===== config.mk =====
export PLATFORM = sky130hd
export DESIGN_NAME = fetch_unit
export DESIGN_NICKNAME = d
export VERILOG_FILES = /design/src/rtl/riscv_defs.sv /design/src/rtl/fetch_fifo.sv /design/src/rtl/fetch_unit.sv
export SDC_FILE = /design/constraint.sdc
export NUM_CORES = 1
export LEC_CHECK = 0
export ABC_AREA = 1
export CAP_MARGIN = 20
export CELL_PAD_IN_SITES_DETAIL_PLACEMENT = 0
export CELL_PAD_IN_SITES_GLOBAL_PLACEMENT = 1
export CORE_MARGIN = 4
export CORE_UTILIZATION = 39
export CTS_CLUSTER_SIZE = 28
export DETAILED_ROUTE_END_ITERATION = 12
export PLACE_DENSITY_LB_ADDON = 0.1
export SLEW_MARGIN = 20
export SYNTH_ARGS = -nofsm -noshare
export SYNTH_HDL_FRONTEND = slang
export SYNTH_SLANG_ARGS = --single-unit
export TNS_END_PERCENT = 1

===== constraint.sdc =====
create_clock -name clk -period 12.3 [get_ports clk]
set_clock_uncertainty 0.2 [all_clocks]
set_input_delay 2.46 -clock clk [delete_from_list [all_inputs] [get_ports clk]]
set_output_delay 2.46 -clock clk [all_outputs]
set_load 0.02 [all_outputs]

===== src/rtl/riscv_defs.sv =====
// Shared types for the front end of the dual-issue pipeline.
// Fetch pairs and in-flight request tags live here.
package riscv_defs;

    typedef struct packed {
        logic [31:0] pc;
        logic        i0_valid;
        logic [31:0] i0_inst;
        logic [31:0] i1_inst;
    } fetch_pair_t;

    typedef struct packed {
        logic [31:0] pc;
        logic        dead;
    } fetch_tag_t;

endpackage


===== src/rtl/fetch_fifo.sv =====
// Small synchronous FIFO of any payload type.
// Flush clears contents; kill marks every stored entry as killed.
module fetch_fifo #(
    parameter int  DEPTH   = 2,
    parameter type T       = logic,
    parameter T    RST_VAL = '0
) (
    input  logic                   clk,
    input  logic                   rst,
    input  logic                   flush,
    input  logic                   kill,
    input  logic                   push,
    input  T                       push_data,
    input  logic                   pop,
    output T                       pop_data,
    output logic                   pop_killed,
    output logic                   full,
    output logic                   empty,
    output logic [$clog2(DEPTH):0] count
);

    localparam int AW = $clog2(DEPTH);
    localparam int CW = AW + 1;

    T                 mem [DEPTH];
    logic [DEPTH-1:0] killed;
    logic [AW-1:0]    wr_ptr;
    logic [AW-1:0]    rd_ptr;

    always_ff @(posedge clk or posedge rst) begin
        if (rst) begin
            for (int i = 0; i < DEPTH; i++) begin
                mem[i] <= RST_VAL;
            end
            killed <= '0;
            wr_ptr <= '0;
            rd_ptr <= '0;
            count  <= '0;
        end else begin
            if (push) begin
                mem[wr_ptr] <= push_data;
            end
            // a fresh entry is live unless it arrives with a kill
            if (kill) begin
                killed <= '1;
            end else if (push) begin
                killed[wr_ptr] <= 1'b0;
            end
            if (flush) begin
                wr_ptr <= '0;
                rd_ptr <= '0;
                count  <= '0;
            end else begin
                if (push) begin
                    wr_ptr <= wr_ptr + AW'(1);
                end
                if (pop) begin
                    rd_ptr <= rd_ptr + AW'(1);
                end
                count <= count + CW'(push) - CW'(pop);
            end
        end
    end

    assign pop_data   = mem[rd_ptr];
    assign pop_killed = killed[rd_ptr];
    assign full       = (count == CW'(DEPTH));
    assign empty      = (count == '0);

endmodule


===== src/rtl/fetch_unit.sv =====
// Instruction-pair fetch with credit flow control and redirect flush.
// Define FETCH_BYPASS_EN to forward a response straight to decode when the buffer is empty.
module fetch_unit
    import riscv_defs::*;
#(
    parameter logic [31:0] RESET_ADDR = 32'h0000_0000,
    parameter int          BUF_DEPTH  = 2
) (
    input  logic        clk,
    input  logic        rst,
    input  logic        take_jmp,
    input  logic [31:0] jmp_addr,
    output logic        imem_req,
    output logic [31:0] imem_addr,
    input  logic        imem_gnt,
    input  logic        imem_rvalid,
    input  logic [63:0] imem_rdata,
    output logic        out_valid,
    input  logic        out_ready,
    output logic [31:0] out_pc,
    output logic        out_i0_valid,
    output logic [31:0] out_i0_inst,
    output logic [31:0] out_i1_inst
);

    localparam int CW = $clog2(BUF_DEPTH) + 1;

    localparam fetch_pair_t PAIR_RST = '{
        pc:       RESET_ADDR,
        i0_valid: 1'b0,
        i0_inst:  32'h0,
        i1_inst:  32'h0
    };

    logic [31:0]   fetch_pc;
    logic [CW-1:0] credits;

    logic          gnt;
    logic          dead;
    logic          resp_live;
    logic          byp;
    logic          out_fire;

    fetch_tag_t    tag_push;
    fetch_tag_t    tag_head;
    logic          tag_killed;
    logic          tag_full;
    logic          tag_empty;
    logic [CW-1:0] tag_count;

    fetch_pair_t   resp_pair;
    fetch_pair_t   pair_head;
    fetch_pair_t   sel;
    logic          pair_push;
    logic          pair_pop;
    logic          pair_full;
    logic          pair_empty;
    logic [CW-1:0] pair_count;
    logic          unused_pair_kill;
    logic          unused_jmp_bits;

    assign unused_jmp_bits = ^jmp_addr[1:0];

    // credits are registered so out_ready never reaches imem_req
    assign imem_req  = !rst && (credits < CW'(BUF_DEPTH)) && !take_jmp;
    assign imem_addr = {fetch_pc[31:3], 3'b000};
    assign gnt       = imem_req && imem_gnt;

    assign tag_push  = '{pc: fetch_pc, dead: 1'b0};
    assign dead      = tag_head.dead || tag_killed;
    assign resp_live = imem_rvalid && !dead;

    assign resp_pair = '{
        pc:       tag_head.pc,
        i0_valid: !tag_head.pc[2],
        i0_inst:  imem_rdata[31:0],
        i1_inst:  imem_rdata[63:32]
    };

`ifdef FETCH_BYPASS_EN
    assign byp = pair_empty && resp_live;
`else
    assign byp = 1'b0;
`endif

    always_comb begin
        out_valid = !pair_empty;
        sel       = pair_head;
        if (byp) begin
            out_valid = 1'b1;
            sel       = resp_pair;
        end
    end

    assign out_pc       = sel.pc;
    assign out_i0_valid = sel.i0_valid;
    assign out_i0_inst  = sel.i0_inst;
    assign out_i1_inst  = sel.i1_inst;

    assign out_fire  = out_valid && out_ready && !take_jmp;
    assign pair_push = resp_live && !take_jmp && !(byp && out_ready);
    assign pair_pop  = out_fire && !pair_empty;

    fetch_fifo #(
        .DEPTH   (BUF_DEPTH),
        .T       (fetch_tag_t)
    ) u_tag_q (
        .clk        (clk),
        .rst        (rst),
        .flush      (1'b0),
        .kill       (take_jmp),
        .push       (gnt),
        .push_data  (tag_push),
        .pop        (imem_rvalid),
        .pop_data   (tag_head),
        .pop_killed (tag_killed),
        .full       (tag_full),
        .empty      (tag_empty),
        .count      (tag_count)
    );

    fetch_fifo #(
        .DEPTH   (BUF_DEPTH),
        .T       (fetch_pair_t),
        .RST_VAL (PAIR_RST)
    ) u_pair_q (
        .clk        (clk),
        .rst        (rst),
        .flush      (take_jmp),
        .kill       (1'b0),
        .push       (pair_push),
        .push_data  (resp_pair),
        .pop        (pair_pop),
        .pop_data   (pair_head),
        .pop_killed (unused_pair_kill),
        .full       (pair_full),
        .empty      (pair_empty),
        .count      (pair_count)
    );

    always_ff @(posedge clk or posedge rst) begin
        if (rst) begin
            fetch_pc <= RESET_ADDR;
            credits  <= '0;
        end else if (take_jmp) begin
            fetch_pc <= {jmp_addr[31:2], 2'b00};
            // only dead in-flight requests still hold credits
            credits  <= tag_count - CW'(imem_rvalid);
        end else begin
            if (gnt) begin
                fetch_pc <= {fetch_pc[31:3] + 29'd1, 3'b000};
            end
            credits <= credits + CW'(gnt)
                     - CW'(imem_rvalid && dead)
                     - CW'(out_fire);
        end
    end

    assert property (@(posedge clk) disable iff (rst)
        imem_rvalid |-> !tag_empty);

    assert property (@(posedge clk) disable iff (rst)
        gnt |-> !tag_full);

    assert property (@(posedge clk) disable iff (rst)
        pair_push |-> !pair_full);

    assert property (@(posedge clk) disable iff (rst)
        {1'b0, credits} == {1'b0, tag_count} + {1'b0, pair_count});

endmodule


==> results by group, run 1 <==
Run status
  • Run status: finished, final reports clean

Cells and area
  • Diode count: 0
  • Fraction of layout cells with a size suffix above 1: between 4 and 5%
  • Most common cell after layout, fill and taps aside: sky130_fd_sc_hd__nand2_1
  • Count of filler cells inserted in the layout: 3417
  • Post-synthesis to final-layout area growth: 25.7%
  • Commonest cells after routing, fill and taps aside: sky130_fd_sc_hd__nand2_1 (677), sky130_fd_sc_hd__dfrtp_1 (291), sky130_fd_sc_hd__clkdlybuf4s50_1 (225), sky130_fd_sc_hd__o21ai_0 (191), sky130_fd_sc_hd__inv_1 (172)
  • # nets final: between 1500 and 2000

Clock tree
  • Hold bufs inserted after CTS: 0
  • Number of sinks on the clock net: ~290
  • Htree depth: 2
  • Clock transition at the register clock pins on the worst setup and hold paths after CTS: ~50 ps
  • CTS Buf Count: 36
  • Root buffer cell: sky130_fd_sc_hd__clkbuf_16
  • Setup fix buffers added after clock tree synthesis: 0
  • TritonCTS clock tree: yes
  • Clock network latency to the later pin of the worst-skew pair: around 500 ps
  • Number of gates resized after cts: 0
  • Buffer levels on the longest clock path: 3

Route
  • Wire per inst: ~15 um
  • First-iteration detailed-routing DRC count: 761
  • Total number of vias: approximately 11000
  • Avg Vias per Cell: roughly 4.7
  • WL final: 35700 um
  • Detailed-router iteration count before antenna repair: 5
  • Count of unresolved DRC violations after routing: 0
  • Final ANT Viol Nets: 0

Place
  • Number of buffers added on ports: about 230
  • RePlAce Congestion: 0.781
  • Detailed Place HPWL: ~23000 um

Logic synthesis
  • Share of the synthesized netlist area taken by xor and xnor gates: less than 1%
  • Mean post-synth cell area: about 7.9 um2
  • Synth Area in Compound Gates: about an eighth
  • Portion of netlist area occupied by mux cells: 0%
  • Number of enable-type register cells in the synthesized netlist: 0
  • Most common flop cell mapped by yosys: sky130_fd_sc_hd__dfrtp_1
  • Synth Area in Simple Gates: ~23%
  • Sequential-to-total area share from yosys stat: between 50% and 60%
  • Proportion of register bits with asynchronous set or reset after synthesis: 100%
  • Netlist area before placement: ~14000 um2
  • Total number of yosys warnings: 0
  • Count of state elements after synthesis: approximately 300
  • Number of cells produced by synthesis: between 1500 and 2000
  • Number of different library cells in the post-synthesis netlist: 33
  • Main combinational cell family by area after synthesis: simple AND/OR/NAND/NOR gates
  • Fraction of the mapped netlist area in adder cells: less than 1%

Hold path
  • Hold Path Cell Cnt: 2
  • Worst hold path class: register to register

Floorplanning
  • Placeable Area: about 35000 um2
  • Floorplan die height: slightly below 200 um
  • Initial Util: ~40%
  • Floorplan die area: about 38000 um2
  • Std cell rows: slightly below 70
  • Top-level port count: 233
  • Die Span X: 195 um

STA
  • Worst hold slack across all endpoints: ~270 ps
  • Final worst-path cycle share: approximately 55%
  • Final sum of negative setup slack: 0 ps
  • Final critical-path required period: about 6800 ps
  • Setup repair after global routing missed its margin: false
  • Number of pins with negative max-slew slack in the final report: 0
  • Final hold viol count: 0
  • Max-slew headroom at the worst pin: around a third
  • Final setup violation count: 0
  • Timing-limited maximum frequency: about 0.15 GHz
  • Transition time at the pin with the least slew margin: approximately 1000 ps

Critical path
  • Kind of critical path: primary input to output pin
  • Required time at the worst-slack endpoint: 9640 ps
  • Crit start category: primary input
  • Worst-path fanout max: 40
  • Worst stage delay on the critical path: 650 ps
  • Slowest cell on the critical path: sky130_fd_sc_hd__clkdlybuf4s50_1
  • Crit path top cell by count: sky130_fd_sc_hd__clkdlybuf4s50_1
  • Critical-path cell list: clkdlybuf4s50_1 -> buf_4 -> nor3_4 -> clkdlybuf4s50_1
  • Crit path arrival time: approximately 4000 ps
  • Setup crit end kind: output pin
  • Worst R2R Path Depth: 7

Pwr
  • Peak supply drop: slightly below 100 uV
  • Total power divided by cell area: about 210 nW/um2
  • Leakage power figure: ~8.3 nW

Global route
  • Global-route wire length before repair: between 50000 and 60000 um
  • Via count of the first global-routing pass: 10800
  • Global route total overflow: 0
  • Maximum number of pins on one net before global-route repair: about 190
  • All-layer global routing usage: approximately a fifth
  • Initial antenna violation count: 1

Job
  • Max-cap viol count: 0
## cell type report
cell class / instances / area [um2] / share of cell area (%)
timing repair buffer: 237 / 2360 / 13.7
clock buffer: 52 / 1070 / 6.24
inverter: 175 / 664 / 3.87
multi-input combinational: 1148 / 5070 / 29.5
tap: 455 / 569 / 3.31
sequential: 292 / 7310 / 42.5
clock inverter: 12 / 138 / 0.801
## path summary, 6_finish.rpt
path	from	endpoint	slack, ps
max in group asynchronous	rst	u_pair_q.rd_ptr$_DFFE_PP0P_	7250
setup / recovery	take_jmp	imem_req	5530
min in group asynchronous	rst	fetch_pc[16]$_DFFE_PP0P_	2330
setup reg to reg	u_tag_q.rd_ptr$_DFFE_PP0P_	u_pair_q.mem[63]$_DFFE_PP0P_	9260
hold / removal	u_tag_q.mem[36]$_DFFE_PP0P_	u_tag_q.mem[36]$_DFFE_PP0P_	270
hold reg to reg	u_tag_q.mem[36]$_DFFE_PP0P_	u_tag_q.mem[36]$_DFFE_PP0P_	270
## synth_stat cells (all sizes together) (3+ instances only)
master,instances,area [um2]
nand3,43,215
o211ai,3,22.5
a21boi,4,30.0
nand2,681,2560
o21ai,257,1290
dfrtp,292,7310
inv,175,657
nor2,71,277
nor3,3,26.3
ha,6,75.1
xor2,10,87.6
clkbuf,41,154
a22oi,3,22.5
buf,82,537
o21a,25,188
a21oi,28,140
## where the power goes
group	leakage, nW	internal [mW]	switching (mW)
Sequential	3.76	1.22	0.145
Combinational	3.99	0.486	0.640
Clock	0.602	0.667	0.393
Total	8.35	2.37	1.18
## per-layer routing
layer / GRT usage, % / part of all wire [%] / up-vias
li1: - / - / 5678
met4: 4.34 / 2.0 / 2
met3: 3.16 / 5.2 / 50
met5: 0 / 0.036 / -
met1: 27.8 / 48 / 5179
met2: 28.7 / 44 / 271
## state kept, by name, indices dropped and copies added (netlist names)
name             flops
u_pair_q.count       2
u_tag_q.count        2
u_pair_q.wr_ptr      1
u_pair_q.mem       190
u_tag_q.mem         60
u_tag_q.wr_ptr       1
fetch_pc            30
u_tag_q.rd_ptr       1
u_tag_q.killed       2
credits              2
u_pair_q.rd_ptr      1
## metrics by stage
| stage | cell area [um2] | util, % | total power, mW | cells | setup slack [ps] |
|---|---|---|---|---|---|
| after floorplan | 13700 | - | 2.04 | 1738 | 1580 |
| final | 17200 | 49.8 | 3.55 | 2371 | 5530 |
| after detailed placement | 16000 | 46.2 | 2.52 | 2306 | 5520 |
| after global routing | 17200 | 49.8 | 3.79 | 2371 | 5480 |
| after CTS | 17200 | 49.7 | 3.60 | 2370 | 5510 |
| after global placement | 16000 | 46.2 | 2.50 | 2306 | 5540 |
## critical path, delay by kind of cell
| kind | cells | cell delay (ps) |
|---|---|---|
| buf+inv | 3 | 1350 |
| simple gates | 1 | 300 |
## kinds of logic (layout without fill, tap and decap cells)
logic type,Yosys count,in the layout
buffers and inverters,298,476
AOI/OAI and AO/OA,321,321
and+or+nand+nor,803,803
xor gates and xnor gates,12,12
DFF,292,292
other,1,5
adders and majority gates,7,7
Power figures use the tool's default switching activity.
==> inputs of run 2 (changes only) <==
--- a/config.mk
+++ b/config.mk
@@ -10,7 +10,7 @@
 export CELL_PAD_IN_SITES_DETAIL_PLACEMENT = 0
 export CELL_PAD_IN_SITES_GLOBAL_PLACEMENT = 1
 export CORE_MARGIN = 4
-export CORE_UTILIZATION = 39
+export CORE_UTILIZATION = 35
 export CTS_CLUSTER_SIZE = 28
 export DETAILED_ROUTE_END_ITERATION = 12
 export PLACE_DENSITY_LB_ADDON = 0.1
==> constraint.sdc (replaced) <==
create_clock -name clk -period 5.55 [get_ports clk]
set_clock_uncertainty 0.2 [all_clocks]
set_input_delay 1.11 -clock clk [delete_from_list [all_inputs] [get_ports clk]]
set_output_delay 1.11 -clock clk [all_outputs]
set_load 0.02 [all_outputs]
==> run 2 against run 1 <==
Compared with the run above:
- global-route usage shrank 1.1 points
- critical path depth rose by 1
- routed wire length rose by 4.6%
- highest routed layer unchanged
- final cell count increased by 2.7%
- count of clock-buffer cells in the layout up 6
- hold slack improved by 4.5 ps
- die area grew 11%
==> results by group, run 2 (synthesis results as in run 1) <==
Run status
  • Run status: finished, final reports clean

Cells and area
  • Finished layout cell area: 17300 um2 (+0.87%)
  • Largest registers in the final layout: u_pair_q.mem (190), u_tag_q.mem (60), fetch_pc (30)
  • Largest register FFs: 190 (unchanged)
  • Top reg by flops: u_pair_q.mem
  • Diode count: 0 (unchanged)
  • # nets final: 2000 (+0.050%)
  • Count of filler cells inserted in the layout: 3883 (+14%)
  • Most common cell after layout, fill and taps aside: sky130_fd_sc_hd__nand2_1
  • Post-synthesis to final-layout area growth: 26.8%
  • Commonest cells after routing, fill and taps aside: sky130_fd_sc_hd__nand2_1 (677), sky130_fd_sc_hd__dfrtp_1 (291), sky130_fd_sc_hd__clkdlybuf4s50_1 (225), sky130_fd_sc_hd__o21ai_0 (191), sky130_fd_sc_hd__inv_1 (172)
  • Fraction of layout cells with a size suffix above 1: 4.38% (-0.11 points)

Place
  • Number of buffers added on ports: 225 (unchanged)
  • Detailed Place HPWL: 23900 um (+4.8%)
  • RePlAce Congestion: 0.723 (-7.4%)
  • Placement-stage cell area: 16100 um2 (+0.78%)

Route
  • First-iteration detailed-routing DRC count: 663 (-13%)
  • Count of unresolved DRC violations after routing: 0 (unchanged)
  • Avg Vias per Cell: 4.58 (-2.8%)
  • Total number of vias: 11200 (-0.14%)
  • WL final: 37300 um (+4.6%)
  • Wire per inst: 15.3 um (+1.8%)
  • Final ANT Viol Nets: 0 (unchanged)
  • Detailed-router iteration count before antenna repair: 5 (unchanged)

Job
  • Max-cap viol count: 0 (unchanged)

Clock tree
  • TritonCTS clock tree: yes
  • Root buffer cell: sky130_fd_sc_hd__clkbuf_16
  • Number of sinks on the clock net: 292 (unchanged)
  • Setup fix buffers added after clock tree synthesis: 0 (unchanged)
  • Htree depth: 2 (unchanged)
  • Hold bufs inserted after CTS: 0 (unchanged)
  • Clock network latency to the later pin of the worst-skew pair: 510 ps (about the same)
  • CTS Buf Count: 35 (-2.8%)
  • Number of gates resized after cts: 0 (unchanged)
  • Buffer levels on the longest clock path: 3 (unchanged)
  • Clock transition at the register clock pins on the worst setup and hold paths after CTS: 50 ps (about the same)

STA
  • Transition time at the pin with the least slew margin: 1100 ps (+124 ps)
  • Max-slew headroom at the worst pin: 26.8% (-8.3 points)
  • Final sum of negative setup slack: 0 ps (unchanged)
  • Timing-limited maximum frequency: 0.230 GHz
  • Final hold viol count: 0 (unchanged)
  • Final critical-path required period: 4350 ps
  • Final worst-path cycle share: roughly four fifths
  • Final setup violation count: 0 (unchanged)
  • Setup repair after global routing missed its margin: false
  • Worst hold slack across all endpoints: 270 ps (+4.46 ps)
  • Number of pins with negative max-slew slack in the final report: 0 (unchanged)

Critical path
  • Kind of critical path: register to output pin
  • Crit path arrival time: 3040 ps (-1070 ps)
  • Crit start category: register
  • Required time at the worst-slack endpoint: 4240 ps (-5400 ps)
  • Setup crit end kind: output pin
  • Worst-path fanout max: 53 (+33%)

Pwr
  • Net Sw Frac: 33.2% (about the same)
  • Combinational power share: 31.6% (about the same)
  • Portion of total power attributed to the clock network: 30.4% (+0.5 points)
  • Peak supply drop: 178 uV (+83%)
  • Switching pwr: 2.64 mW (+120%)
  • Total power divided by cell area: 459 nW/um2 (+120%)
  • Leakage power figure: 8.38 nW (+0.31%)
  • Fraction of power consumed by sequential logic: 38.1% (-0.3 points)
  • Internal power summed over all cells: 5.31 mW (+120%)

Floorplanning
  • Die Span X: 206 um (+5.3%)
  • Initial Util: 35.4% (-4.2 points)
  • Std cell rows: 72 (+5.9%)
  • Floorplan die height: 206 um (+5.3%)
  • Placeable Area: 38600 um2 (+12%)
  • Floorplan die area: 42300 um2 (+11%)
  • Top-level port count: 233 (unchanged)

Global route
  • Via count of the first global-routing pass: 10700 (-0.39%)
  • Global route total overflow: 0 (unchanged)
  • All-layer global routing usage: 17.5% (-1.1 points)
  • Global-route wire length before repair: 59900 um (+1.8%)
  • Initial antenna violation count: 1 (unchanged)
  • Maximum number of pins on one net before global-route repair: 191 (unchanged)

Hold path
  • Worst hold path class: register to register
[run 2: cell count changes in the layout (fill, tap and decap cells not counted)]
cell and change:
sky130_fd_sc_hd__clkinv_2 -6, sky130_fd_sc_hd__clkbuf_8 +4, sky130_fd_sc_hd__buf_12 +3, sky130_fd_sc_hd__clkbuf_1 +2, sky130_fd_sc_hd__a21oi_1 +1, sky130_fd_sc_hd__a21oi_2 -1, sky130_fd_sc_hd__buf_4 -1, sky130_fd_sc_hd__inv_8 -1
[run 2: critical path, cell delays in order, from the launching register on]
cell and delay, ps:
sky130_fd_sc_hd__dfrtp_4 710, sky130_fd_sc_hd__inv_2 580, sky130_fd_sc_hd__buf_12 360, sky130_fd_sc_hd__nand2_1 90, sky130_fd_sc_hd__nand2_1 80, sky130_fd_sc_hd__clkdlybuf4s50_1 680
[run 2: stage by stage]
step                      worst slack (ps)  power, mW  utilization (%)  std cells
after global placement                1670       5.56             41.6       2371
final                                 1200       7.95             44.9       2435
after CTS                             1110       8.08             44.8       2434
after global routing                   987       8.49             44.9       2435
after floorplan                        365       4.52                -       1738
after detailed placement              1670       5.61             41.6       2371
[run 2: area by class of cell]
class | count | area, um2 | area share [%]
clock buffers | 58 | 1130 | 6.55
clock inverters | 5 | 100 | 0.577
inverters | 175 | 661 | 3.81
multi-input cells | 1148 | 5070 | 29.2
flip-flops and latches | 292 | 7310 | 42.2
well taps | 518 | 648 | 3.74
repair buffers | 239 | 2410 | 13.9
[run 2: final timing paths]
path	startpoint	end	slack (ps)	cells past startpoint
max	u_pair_q.rd_ptr$_DFFE_PP0P_	out_pc[18]	1200	5
min	u_pair_q.mem[193]$_DFFE_PP0P_	u_pair_q.mem[193]$_DFFE_PP0P_	270	2
max reg2reg	u_tag_q.rd_ptr$_DFFE_PP0P_	u_pair_q.mem[141]$_DFFE_PP0P_	2990	8
min reg2reg	u_pair_q.mem[193]$_DFFE_PP0P_	u_pair_q.mem[193]$_DFFE_PP0P_	270	2
max in group asynchronous	rst	u_pair_q.rd_ptr$_DFFE_PP0P_	3140	3
min in group asynchronous	rst	fetch_pc[19]$_DFFE_PP0P_	860	2
[run 2: metal layers]
metal / GRT usage, % / share of wire (%) / vias to the layer above
li1: - / - / 5683
met1: 26.2 / 49 / 5196
met2: 27.2 / 45 / 240
met3: 2.65 / 4.5 / 43
met4: 3.66 / 1.8 / 2
met5: 0 / 0.035 / -
[run 2: power by group through the flow]
stage	sequential (mW)	clock, mW	combinational, mW
floorplan	2.96	0	1.56
global placement	3.05	0	2.51
detailed placement	3.07	0	2.55
CTS	3.03	2.49	2.56
global route	3.11	2.57	2.81
finish	3.03	2.41	2.51
